--- config.mk ---
export PLATFORM = sky130hd
export DESIGN_NAME = inst_fetch_flat
export DESIGN_NICKNAME = d
export VERILOG_FILES = /design/src/rtl/inst_fetch_if.sv /design/src/rtl/inst_fetch.sv /design/src/flat_wrapper.sv
export SDC_FILE = /design/constraint.sdc
export NUM_CORES = 1
export LEC_CHECK = 0
export ABC_AREA = 1
export BUFFER_PORTS_ARGS = -buffer_cell sky130_fd_sc_hd__buf_2
export CORE_MARGIN = 5
export CORE_UTILIZATION = 40
export CTS_BUF_LIST = sky130_fd_sc_hd__clkbuf_8
export CTS_CLUSTER_DIAMETER = 80
export DETAILED_ROUTE_END_ITERATION = 10
export GPL_ROUTABILITY_DRIVEN = 0
export SYNTH_ARGS = -nofsm -noshare
export SYNTH_HDL_FRONTEND = slang
export SYNTH_SLANG_ARGS = --single-unit
--- constraint.sdc ---
create_clock -name clk -period 15.2 [get_ports clk]
set_clock_uncertainty 0.1 [all_clocks]
set_input_delay 2.28 -clock clk [delete_from_list [all_inputs] [get_ports clk]]
set_output_delay 2.28 -clock clk [all_outputs]
set_load 0.02 [all_outputs]
--- src/rtl/inst_fetch_if.sv ---
// Fetch-stage bus: instruction-memory request/response, decode handshake and
// redirect/halt controls. The fetch unit is the master; its environment is the slave.
interface inst_fetch_if;
  logic        imem_req;
  logic [31:0] imem_addr;
  logic        imem_gnt;
  logic        imem_rvalid;
  logic [31:0] imem_rdata;
  logic        inst_valid;
  logic [31:0] inst;
  logic [31:0] inst_pc;
  logic        inst_ready;
  logic        redirect;
  logic [31:0] redirect_pc;
  logic        halt;

  modport master (
    output imem_req, imem_addr, inst_valid, inst, inst_pc,
    input  imem_gnt, imem_rvalid, imem_rdata, inst_ready, redirect, redirect_pc, halt
  );

  modport slave (
    input  imem_req, imem_addr, inst_valid, inst, inst_pc,
    output imem_gnt, imem_rvalid, imem_rdata, inst_ready, redirect, redirect_pc, halt
  );
endinterface

--- src/rtl/inst_fetch.sv ---
// Instruction fetch: PC, in-order imem reads with tag queue, DEPTH-entry FIFO to decode.
// Optional counters (fetched/stall/flush) enabled by defining IFETCH_STATS_EN.
module inst_fetch #(
  parameter logic [31:0] RESET_PC = 32'h0000_0000,
  parameter int unsigned DEPTH    = 2,
  parameter int unsigned MAX_OUT  = 2
) (
  input logic          clk,
  input logic          rstn,
  inst_fetch_if.master bus
`ifdef IFETCH_STATS_EN
  ,
  output logic [31:0]  stat_fetched,
  output logic [31:0]  stat_stall,
  output logic [31:0]  stat_flush
`endif
);

  localparam int unsigned CW = $clog2(DEPTH + 1);
  localparam int unsigned OW = $clog2(MAX_OUT + 1);
  localparam int unsigned AW = $clog2(DEPTH);
  localparam int unsigned TW = (MAX_OUT > 1) ? $clog2(MAX_OUT) : 1;
  localparam int unsigned SW = ((CW > OW) ? CW : OW) + 1;
  localparam logic [TW-1:0] TLAST = TW'(MAX_OUT - 1);

  typedef enum logic {RUN, HOLD} state_t;

  state_t          state, state_nxt;
  logic [31:0]     pc;
  logic [OW-1:0]   outstanding, drop;
  logic [CW-1:0]   count, after_pop;
  logic [AW-1:0]   rd_ptr, wr_ptr, head_idx;
  logic [TW-1:0]   tag_rd, tag_wr;
  logic [31:0]     fifo_inst [DEPTH];
  logic [31:0]     fifo_pc   [DEPTH];
  logic [31:0]     tag_pc    [MAX_OUT];
  logic [31:0]     inst_q, inst_pc_q;
  logic [SW-1:0]   in_use;
  logic            req, grant, rsp, push, pop, valid;

  always_ff @(posedge clk or negedge rstn) begin
    if (!rstn) state <= RUN;
    else       state <= state_nxt;
  end

  // Credit counts FIFO entries plus live (non-dropped) in-flight words.
  always_comb begin
    state_nxt = state;
    req       = 1'b0;
    case (state)
      RUN:     if (bus.halt)  state_nxt = HOLD;
      HOLD:    if (!bus.halt) state_nxt = RUN;
      default: state_nxt = RUN;
    endcase
    in_use = SW'(count) + SW'(outstanding) - SW'(drop);
    req    = rstn && (state == RUN) && (outstanding < OW'(MAX_OUT))
             && (in_use < SW'(DEPTH)) && !bus.redirect;
  end

  assign grant     = req && bus.imem_gnt;
  assign rsp       = bus.imem_rvalid && (outstanding != '0);
  assign push      = rsp && (drop == '0) && !bus.redirect;
  assign valid     = (count != '0);
  assign pop       = valid && bus.inst_ready && !bus.redirect;
  assign after_pop = count - CW'(pop);
  assign head_idx  = rd_ptr + AW'(pop);

  assign bus.imem_req   = req;
  assign bus.imem_addr  = pc & ~32'h3;
  assign bus.inst_valid = valid;
  assign bus.inst       = inst_q;
  assign bus.inst_pc    = inst_pc_q;

  always_ff @(posedge clk or negedge rstn) begin
    if (!rstn) begin
      pc          <= RESET_PC;
      outstanding <= '0;
      drop        <= '0;
      count       <= '0;
      rd_ptr      <= '0;
      wr_ptr      <= '0;
      tag_rd      <= '0;
      tag_wr      <= '0;
      inst_q      <= '0;
      inst_pc_q   <= '0;
    end else begin
      if (grant) tag_wr <= (tag_wr == TLAST) ? '0 : tag_wr + TW'(1);
      if (rsp)   tag_rd <= (tag_rd == TLAST) ? '0 : tag_rd + TW'(1);
      if (bus.redirect) begin
        pc          <= bus.redirect_pc & ~32'h3;
        outstanding <= outstanding - OW'(rsp);
        drop        <= outstanding - OW'(rsp);
        count       <= '0;
        rd_ptr      <= '0;
        wr_ptr      <= '0;
      end else begin
        if (grant) pc <= pc + 32'd4;
        outstanding <= outstanding + OW'(grant) - OW'(rsp);
        if (rsp && (drop != '0)) drop <= drop - OW'(1);
        count <= after_pop + CW'(push);
        if (push) wr_ptr <= wr_ptr + AW'(1);
        if (pop)  rd_ptr <= head_idx;
        // Output register follows the next head; a push into an emptied FIFO bypasses storage.
        if ((after_pop != '0) || push) begin
          inst_q    <= (after_pop == '0) ? bus.imem_rdata   : fifo_inst[head_idx];
          inst_pc_q <= (after_pop == '0) ? tag_pc[tag_rd]   : fifo_pc[head_idx];
        end
      end
    end
  end

  always_ff @(posedge clk) begin
    if (grant) tag_pc[tag_wr] <= bus.imem_addr;
    if (push) begin
      fifo_inst[wr_ptr] <= bus.imem_rdata;
      fifo_pc[wr_ptr]   <= tag_pc[tag_rd];
    end
  end

  no_overflow: assert property (@(posedge clk) disable iff (!rstn)
    push |-> ((count < CW'(DEPTH)) || pop));

`ifdef IFETCH_STATS_EN
  always_ff @(posedge clk or negedge rstn) begin
    if (!rstn) begin
      stat_fetched <= '0;
      stat_stall   <= '0;
      stat_flush   <= '0;
    end else begin
      if (pop && (stat_fetched != '1))                      stat_fetched <= stat_fetched + 32'd1;
      if (valid && !bus.inst_ready && (stat_stall != '1))   stat_stall   <= stat_stall + 32'd1;
      if (bus.redirect && (stat_flush != '1))               stat_flush   <= stat_flush + 32'd1;
    end
  end
`endif

endmodule

--- src/flat_wrapper.sv ---
// flat-port wrapper written by rule: the top's interface ports become plain ports
module inst_fetch_flat 
#(
  parameter logic [31:0] RESET_PC = 32'h0000_0000,
  parameter int unsigned DEPTH    = 2,
  parameter int unsigned MAX_OUT  = 2
)
  (clk, rstn, bus_imem_req, bus_imem_addr, bus_inst_valid, bus_inst, bus_inst_pc, bus_imem_gnt, bus_imem_rvalid, bus_imem_rdata, bus_inst_ready, bus_redirect, bus_redirect_pc, bus_halt);
  inst_fetch_if bus_i ();
  input logic clk;
  input logic rstn;
  output wire logic [$bits(bus_i.imem_req)-1:0] bus_imem_req;
  output wire logic [$bits(bus_i.imem_addr)-1:0] bus_imem_addr;
  output wire logic [$bits(bus_i.inst_valid)-1:0] bus_inst_valid;
  output wire logic [$bits(bus_i.inst)-1:0] bus_inst;
  output wire logic [$bits(bus_i.inst_pc)-1:0] bus_inst_pc;
  input wire logic [$bits(bus_i.imem_gnt)-1:0] bus_imem_gnt;
  input wire logic [$bits(bus_i.imem_rvalid)-1:0] bus_imem_rvalid;
  input wire logic [$bits(bus_i.imem_rdata)-1:0] bus_imem_rdata;
  input wire logic [$bits(bus_i.inst_ready)-1:0] bus_inst_ready;
  input wire logic [$bits(bus_i.redirect)-1:0] bus_redirect;
  input wire logic [$bits(bus_i.redirect_pc)-1:0] bus_redirect_pc;
  input wire logic [$bits(bus_i.halt)-1:0] bus_halt;
  assign bus_imem_req = bus_i.imem_req;
  assign bus_imem_addr = bus_i.imem_addr;
  assign bus_inst_valid = bus_i.inst_valid;
  assign bus_inst = bus_i.inst;
  assign bus_inst_pc = bus_i.inst_pc;
  assign bus_i.imem_gnt = bus_imem_gnt;
  assign bus_i.imem_rvalid = bus_imem_rvalid;
  assign bus_i.imem_rdata = bus_imem_rdata;
  assign bus_i.inst_ready = bus_inst_ready;
  assign bus_i.redirect = bus_redirect;
  assign bus_i.redirect_pc = bus_redirect_pc;
  assign bus_i.halt = bus_halt;
  inst_fetch #(.RESET_PC(RESET_PC), .DEPTH(DEPTH), .MAX_OUT(MAX_OUT)) u_core (.clk(clk), .rstn(rstn), .bus(bus_i));
endmodule
==> results of run 1 <==
==> power by group <==
part	internal [W]	switching (W)	total [W]	leakage (nW)
combinational	0.000264	0.000575	0.000839	3.00
clock	0.000339	0.000296	0.000634	0.553
sequential	0.000999	0.0000940	0.00109	2.91
total	0.00160	0.000965	0.00257	6.47
==> cell usage in the layout, fill, tap and decap left out, types with 30 or more instances in the layout <==
cell type  count
nand2_1      405
nand3_1      197
edfxtp_1     184
buf_2        161
inv_1        115
dfrtp_1      103
nor2_1        64
clkbuf_8      57
o21ai_0       48
or2_2         32
o21ai_1       30
==> critical path: cells and delay by family <==
kind	cells	cell delay (ps)
adder cells (fa/ha/maj)	1	210
AND/OR/NAND/NOR	5	1850
buffers and inverters	4	1690
AO/OA/AOI/OAI	1	130
XOR/XNOR	1	220
==> registers in the layout, indices dropped and copies added (netlist names) <==
name / cells
u_core.outstanding: 2
u_core.tag_wr: 1
u_core.tag_rd: 1
u_core.bus.inst_pc: 30
u_core.rd_ptr: 1
u_core.wr_ptr: 1
u_core.pc: 30
u_core.fifo_pc: 60
u_core.bus.inst: 32
u_core.count: 2
u_core.drop: 2
u_core.state: 1
u_core.tag_pc: 60
u_core.fifo_inst: 64
==> cell type report <==
cell class,count,share of cell area
Sequential cell,287,0.548
Multi-Input combinational cell,857,0.272
Timing Repair Buffer,169,0.0586
Clock buffer,57,0.0531
Tap cell,402,0.0340
Inverter,102,0.0261
Clock inverter,32,0.00838
==> cells by family after synthesis <==
| family | after synthesis | synth area share |
|---|---|---|
| AOI/OAI and AO/OA | 111 | 0.0456 |
| xor gates and xnor gates | 15 | 0.0108 |
| adders and majority gates | 8 | 0.00899 |
| buffers and inverters | 169 | 0.0581 |
| DFF | 287 | 0.633 |
| other | 1 | 0.000293 |
| and+or+nand+nor | 719 | 0.243 |
==> per-layer routing <==
layer  up-vias  part of all wire  track usage
li1       4651                 -            -
met1      4339              0.45        0.226
met2       244              0.48        0.290
met3        48             0.055       0.0337
met4         0             0.016       0.0440
met5         -                 0            0
==> path summary, 6_finish.rpt <==
path,startpoint,slack (ps),to,cells after the start
max in group asynchronous,rstn,12070,u_core.pc[13]$_DFFE_PN0P_,2
min reg2reg,u_core.bus.inst[10]$_DFFE_PN0P_,370,u_core.bus.inst[10]$_DFFE_PN0P_,2
max reg2reg,u_core.count[1]$_DFF_PN0_,11550,u_core.bus.inst_pc[10]$_DFFE_PN0P_,12
max,bus_redirect,9120,u_core.bus.inst_pc[10]$_DFFE_PN0P_,12
min in group asynchronous,rstn,1680,u_core.bus.inst[25]$_DFFE_PN0P_,1
min,u_core.bus.inst[10]$_DFFE_PN0P_,370,u_core.bus.inst[10]$_DFFE_PN0P_,2
==> through the flow <==
step,instances,total power (W)
6_report,1906,0.00257
5_1_grt,1906,0.00276
4_1_cts,1906,0.00261
3_5_place_dp,1817,0.00196
3_3_place_gp,1817,0.00194
2_1_floorplan,1313,0.00169
==> run summary, run 1 <==
Clk root buf: clkbuf_8
Most frequent CP cell: nand2_1
Hold_ws: 369 ps
DPL Wire Length: 18.3 mm
# hold bufs at CTS: 0
DP Worst Slack: 8400 ps
First-pass GRT wire length: 49.4 mm
Synthesized area: 0.0128 mm2
Syn_area_per_cell: 9.78 um2
Via Count: 9282
Buffers on Ports: 162
Fmax: 164 MHz
CP max stage delay: 800 ps
Final hold vios: 0
Mapped Cells: 1310
Area leader, netlist: edfxtp_1
Final period util: 0.400
Antenna violations before repair: 0
Insertion delay to the later sink of the worst-skew pair: 550 ps
Req. time, crit path: 15530 ps
GRT Overall Usage: 0.171
Worst Setup End Kind: flop
Initial Util: 0.406
Area post-placement: 0.0139 mm2
Htree depth: 2
Final WL: 30.7 mm
Top post-synthesis cells by area: edfxtp_1, dfrtp_1, nand2_1, nand3_1, inv_1
Critical Path AT: 6410 ps
Flip-flop and latch area: 0.00810 mm2
Residual DRC: 0
Setup tns final: 0 ps
CP Class: input port to flop
EDFF count, synth: 184
Die width: 189 um
Status: completed
N_diodes: 0
Hold Crit Class: flop to flop
Core Util, Final: 0.468
Nets@finish: 1545
Design area: 0.0148 mm2
Critical path launch point type: input port
FILL cells: 3060
Final ANT Viol Nets: 0
Max-cap violations: 0
Total setup violations reported at the end of the flow: 0
Max-slew violation count: 0
Slew margin rel.: 0.267
Slowest CP cell: nand2_2
LEAKAGE: 6.47 nW
Yosys warns: 0
CTS tree: done
Critical Path Fanout Max: 85
Multi-input logic area: 0.00401 mm2
Die area: 0.0357 mm2
Yosys cell types: 35
Layout cell share with drive strength beyond 1: 0.190
Maximum VDD drop: 94.4 uV
# rows: 65
Congestion Overflow GR: 0
Pin count of the biggest net entering global routing: 86
PD cells: 174 mW/mm2
Unrepaired setup endpoints after global routing: no
Ys async rst share: 0.359
Worst-margin pin slew: 1100 ps
Period minus WS final: 6080 ps
Routed vias/inst: 4.87
Number of global-route vias before repair: 9247
Crit-path cells: buf_2 > inv_2 > nand3_2 > inv_1 > ha_1 > xnor2_2 > nand2_4 > nand2_2 > buf_4 > o21ai_1 > nand2_1 > nand2_1
Post-synth top flop: edfxtp_1
Total I/O pin count: 169
Post_cts resized: 0
Setup Fix Bufs, Post-CTS: 0
List of most frequent post-synthesis cells: nand2_1, nand3_1, edfxtp_1
Most common cell in the netlist: nand2_1
Register area share after synthesis: 0.633
FF+latch count, synth: 287
Num CTS Buffers: 49
DR iter-0 viols: 523
Clk buf depth: 3
# clock sinks: 287
Routed len/inst: 16.1 um
Initial DRT Pass Iterations: 5
CORE AREA: 0.0316 mm2
Worst-path clk slew: 60 ps
Area grow syn2layout: 15.4%
Yosys top cell area share: 0.431
Worst setup margin: 9120 ps
Die H: 189 um
No activity file was read; power rests on OpenSTA's default activity.
==> run 2: changes to the inputs <==
Settings changed: ABC_AREA 1 to 0.
Clock period 15.2 ns to 5.2 ns, I/O delays scaled along.
==> run 2 against run 1 <==
Combinational power rose by 120%. Critical path type is now flop to output pin. Largest cell class unchanged. Sequential power rose to 2.8 times the previous value. Critical endpoint is now bus_imem_req. Synthesized area fell by 9.2%. Total power rose to 2.7 times the previous value. Largest power group unchanged.
==> run summary, run 2 <==
Status: completed
PD cells: 498 mW/mm2
Synthesized area: 0.0116 mm2
Worst-path clk slew: 60 ps
Register area share after synthesis: 0.697
Slew margin rel.: 0.206
Critical path launch point type: flop
Highest-count cells in the layout ignoring fill and taps: edfxtp_1, buf_2, nand2_1, dfrtp_1, clkbuf_8
Worst Setup End Kind: output pin
Combinational Power Share: 0.266
Unrepaired setup endpoints after global routing: no
Non-filler cells in the finished layout: 1450
Yosys cell types: 50
Congestion Overflow GR: 0
Crit. Startpoint: u_core.count[1]$_DFF_PN0_
FF+latch count, synth: 287
Sw Pwr: 0.00228 W
DPL Wire Length: 16.4 mm
Reg2reg path depth: 8
Crit path depth: 6
Max reg flops: 64
Layout cell share with drive strength beyond 1: 0.273
Die width: 181 um
Initial Util: 0.405
Most common cell in the netlist: edfxtp_1
Post_cts resized: 0
Num CTS Buffers: 50
Final period util: 0.728
Maximum VDD drop: 200 uV
List of most frequent post-synthesis cells: edfxtp_1, nand2_1, dfrtp_1
Final WL: 27.0 mm
Routed len/inst: 18.6 um
# rows: 62
Yosys top cell area share: 0.475
Post-synth top flop: edfxtp_1
Int Power: 0.00462 W
DR iter-0 viols: 434
Die H: 181 um
Mapped Cells: 845
Top post-synthesis cells by area: edfxtp_1, dfrtp_1, mux2i_1, nand2_1, mux2_2
Number of global-route vias before repair: 7762
Most frequent CP cell: fa_1
WP buf/inv: 2
Routed vias/inst: 5.20
Nets@finish: 1104
Antenna violations before repair: 0
N_diodes: 0
Design area: 0.0139 mm2
Reg-to-reg slack, setup: 1770 ps
Clock power share: 0.293
Max-slew violation count: 0
LEAKAGE: 5.72 nW
Critical Path AT: 2900 ps
Switching Fraction: 0.330
Insertion delay to the later sink of the worst-skew pair: 550 ps
CP Class: flop to output pin
# hold bufs at CTS: 0
Hold Crit Class: input port to flop
Setup tns final: 0 ps
Largest registers: u_core.fifo_inst (64), u_core.fifo_pc (60), u_core.tag_pc (60)
Clk buf depth: 3
Critical Path Fanout Max: 4
Pin count of the biggest net entering global routing: 84
Fmax: 264 MHz
# clock sinks: 287
Max-cap violations: 0
Worst-margin pin slew: 1190 ps
Crit-path leading delay family: adder cells
CP max stage delay: 590 ps
Worst setup path endpoint: bus_imem_req
Slowest CP cell: fa_1
Area grow syn2layout: 19.2%
Part of the power in registers: 0.441
First-pass GRT wire length: 43.3 mm
EDFF count, synth: 184
Via Count: 7535
Period minus WS final: 3780 ps
Total I/O pin count: 169
Ys async rst share: 0.359
Req. time, crit path: 4320 ps
Die area: 0.0326 mm2
Total setup violations reported at the end of the flow: 0
Final ANT Viol Nets: 0
Yosys warns: 0
Setup Fix Bufs, Post-CTS: 0
Reg2Reg Launch Point: u_core.count[1]$_DFF_PN0_
Clk root buf: clkbuf_8
Placed cells: 1357
Syn_area_per_cell: 13.8 um2
Final hold vios: 0
Top reg by flops: u_core.fifo_inst
Area post-placement: 0.0129 mm2
Critical R2R Capture: u_core.pc[16]$_DFFE_PN0P_
Area leader, netlist: edfxtp_1
GRT Overall Usage: 0.164
CORE AREA: 0.0287 mm2
Residual DRC: 0
Initial DRT Pass Iterations: 7
Most common cell after layout, fill and taps aside: edfxtp_1
Htree depth: 2
Buffers on Ports: 162
Crit-path cells: fa_1 > inv_1 > fa_1 > nand2b_4 > nor4_1 > buf_2
CTS tree: done
-- run 2: per-stage QoR --
step	hold WS, ps	utilization	total power, W	setup WS (ps)
3_3_place_gp	352	0.448	0.00492	1750
6_report	245	0.483	0.00690	1420
5_1_grt	210	0.483	0.00730	1290
2_1_floorplan	360	-	0.00431	625
3_5_place_dp	356	0.448	0.00496	1740
4_1_cts	199	0.483	0.00701	1380
-- run 2: power groups by stage --
stage	Sequential, W	Combinational, W	Clock (W)
floorplan	0.00335	0.000960	0
global placement	0.00308	0.00184	0
detailed placement	0.00309	0.00188	0
CTS	0.00305	0.00188	0.00208
global route	0.00309	0.00203	0.00219
finish	0.00304	0.00184	0.00202
-- run 2: how the worst min path moves through the flow --
stage	startpoint	end	slack, ps	cells after the start
6_report	bus_halt	u_core.state$_DFF_PN0_	250	1
5_1_grt	bus_halt	u_core.state$_DFF_PN0_	210	1
4_1_cts	bus_halt	u_core.state$_DFF_PN0_	200	1
3_5_place_dp	u_core.bus.inst[16]$_DFFE_PN0P_	u_core.bus.inst[16]$_DFFE_PN0P_	360	2
3_3_place_gp	u_core.bus.inst[2]$_DFFE_PN0P_	u_core.bus.inst[2]$_DFFE_PN0P_	350	2
2_1_floorplan	u_core.tag_wr$_DFFE_PN0P_	u_core.tag_wr$_DFFE_PN0P_	360	1
-- run 2: cell type report --
type / count / area [um2]
clock buffers: 59 / 812
clock inverters: 34 / 196
multi-input cells: 497 / 3290
inverters: 12 / 45.0
flip-flops and latches: 287 / 8100
repair buffers: 177 / 938
well taps: 384 / 480
fillers: 2611 / 14800
-- run 2: cells by family after synthesis --
| family | Yosys count | synth area share |
|---|---|---|
| other | 1 | 0.000322 |
| flip-flops | 287 | 0.697 |
| multiplexers | 75 | 0.0679 |
| XOR/XNOR | 26 | 0.0196 |
| buffers and inverters | 64 | 0.0238 |
| AO/OA/AOI/OAI | 123 | 0.0741 |
| AND/OR/NAND/NOR | 261 | 0.108 |
| adder cells (fa/ha/maj) | 8 | 0.00990 |
-- run 2: worst reg2reg max path: stages (launching register included) --
cell and delay (ps):
dfrtp_1 450, fa_1 560, inv_1 60, fa_1 590, nand2b_4 80, nor4_2 940, nand4_1 250, xor2_1 200
o21ai_0 140
-- run 2: routing by layer --
metal  up-vias  global-route usage  wire length [um]
li1       3506                   -                 -
met1      3708               0.238             12700
met2       275               0.253             12100
met3        46              0.0341              1750
met4         0              0.0439               479
met5         -                   0                 0
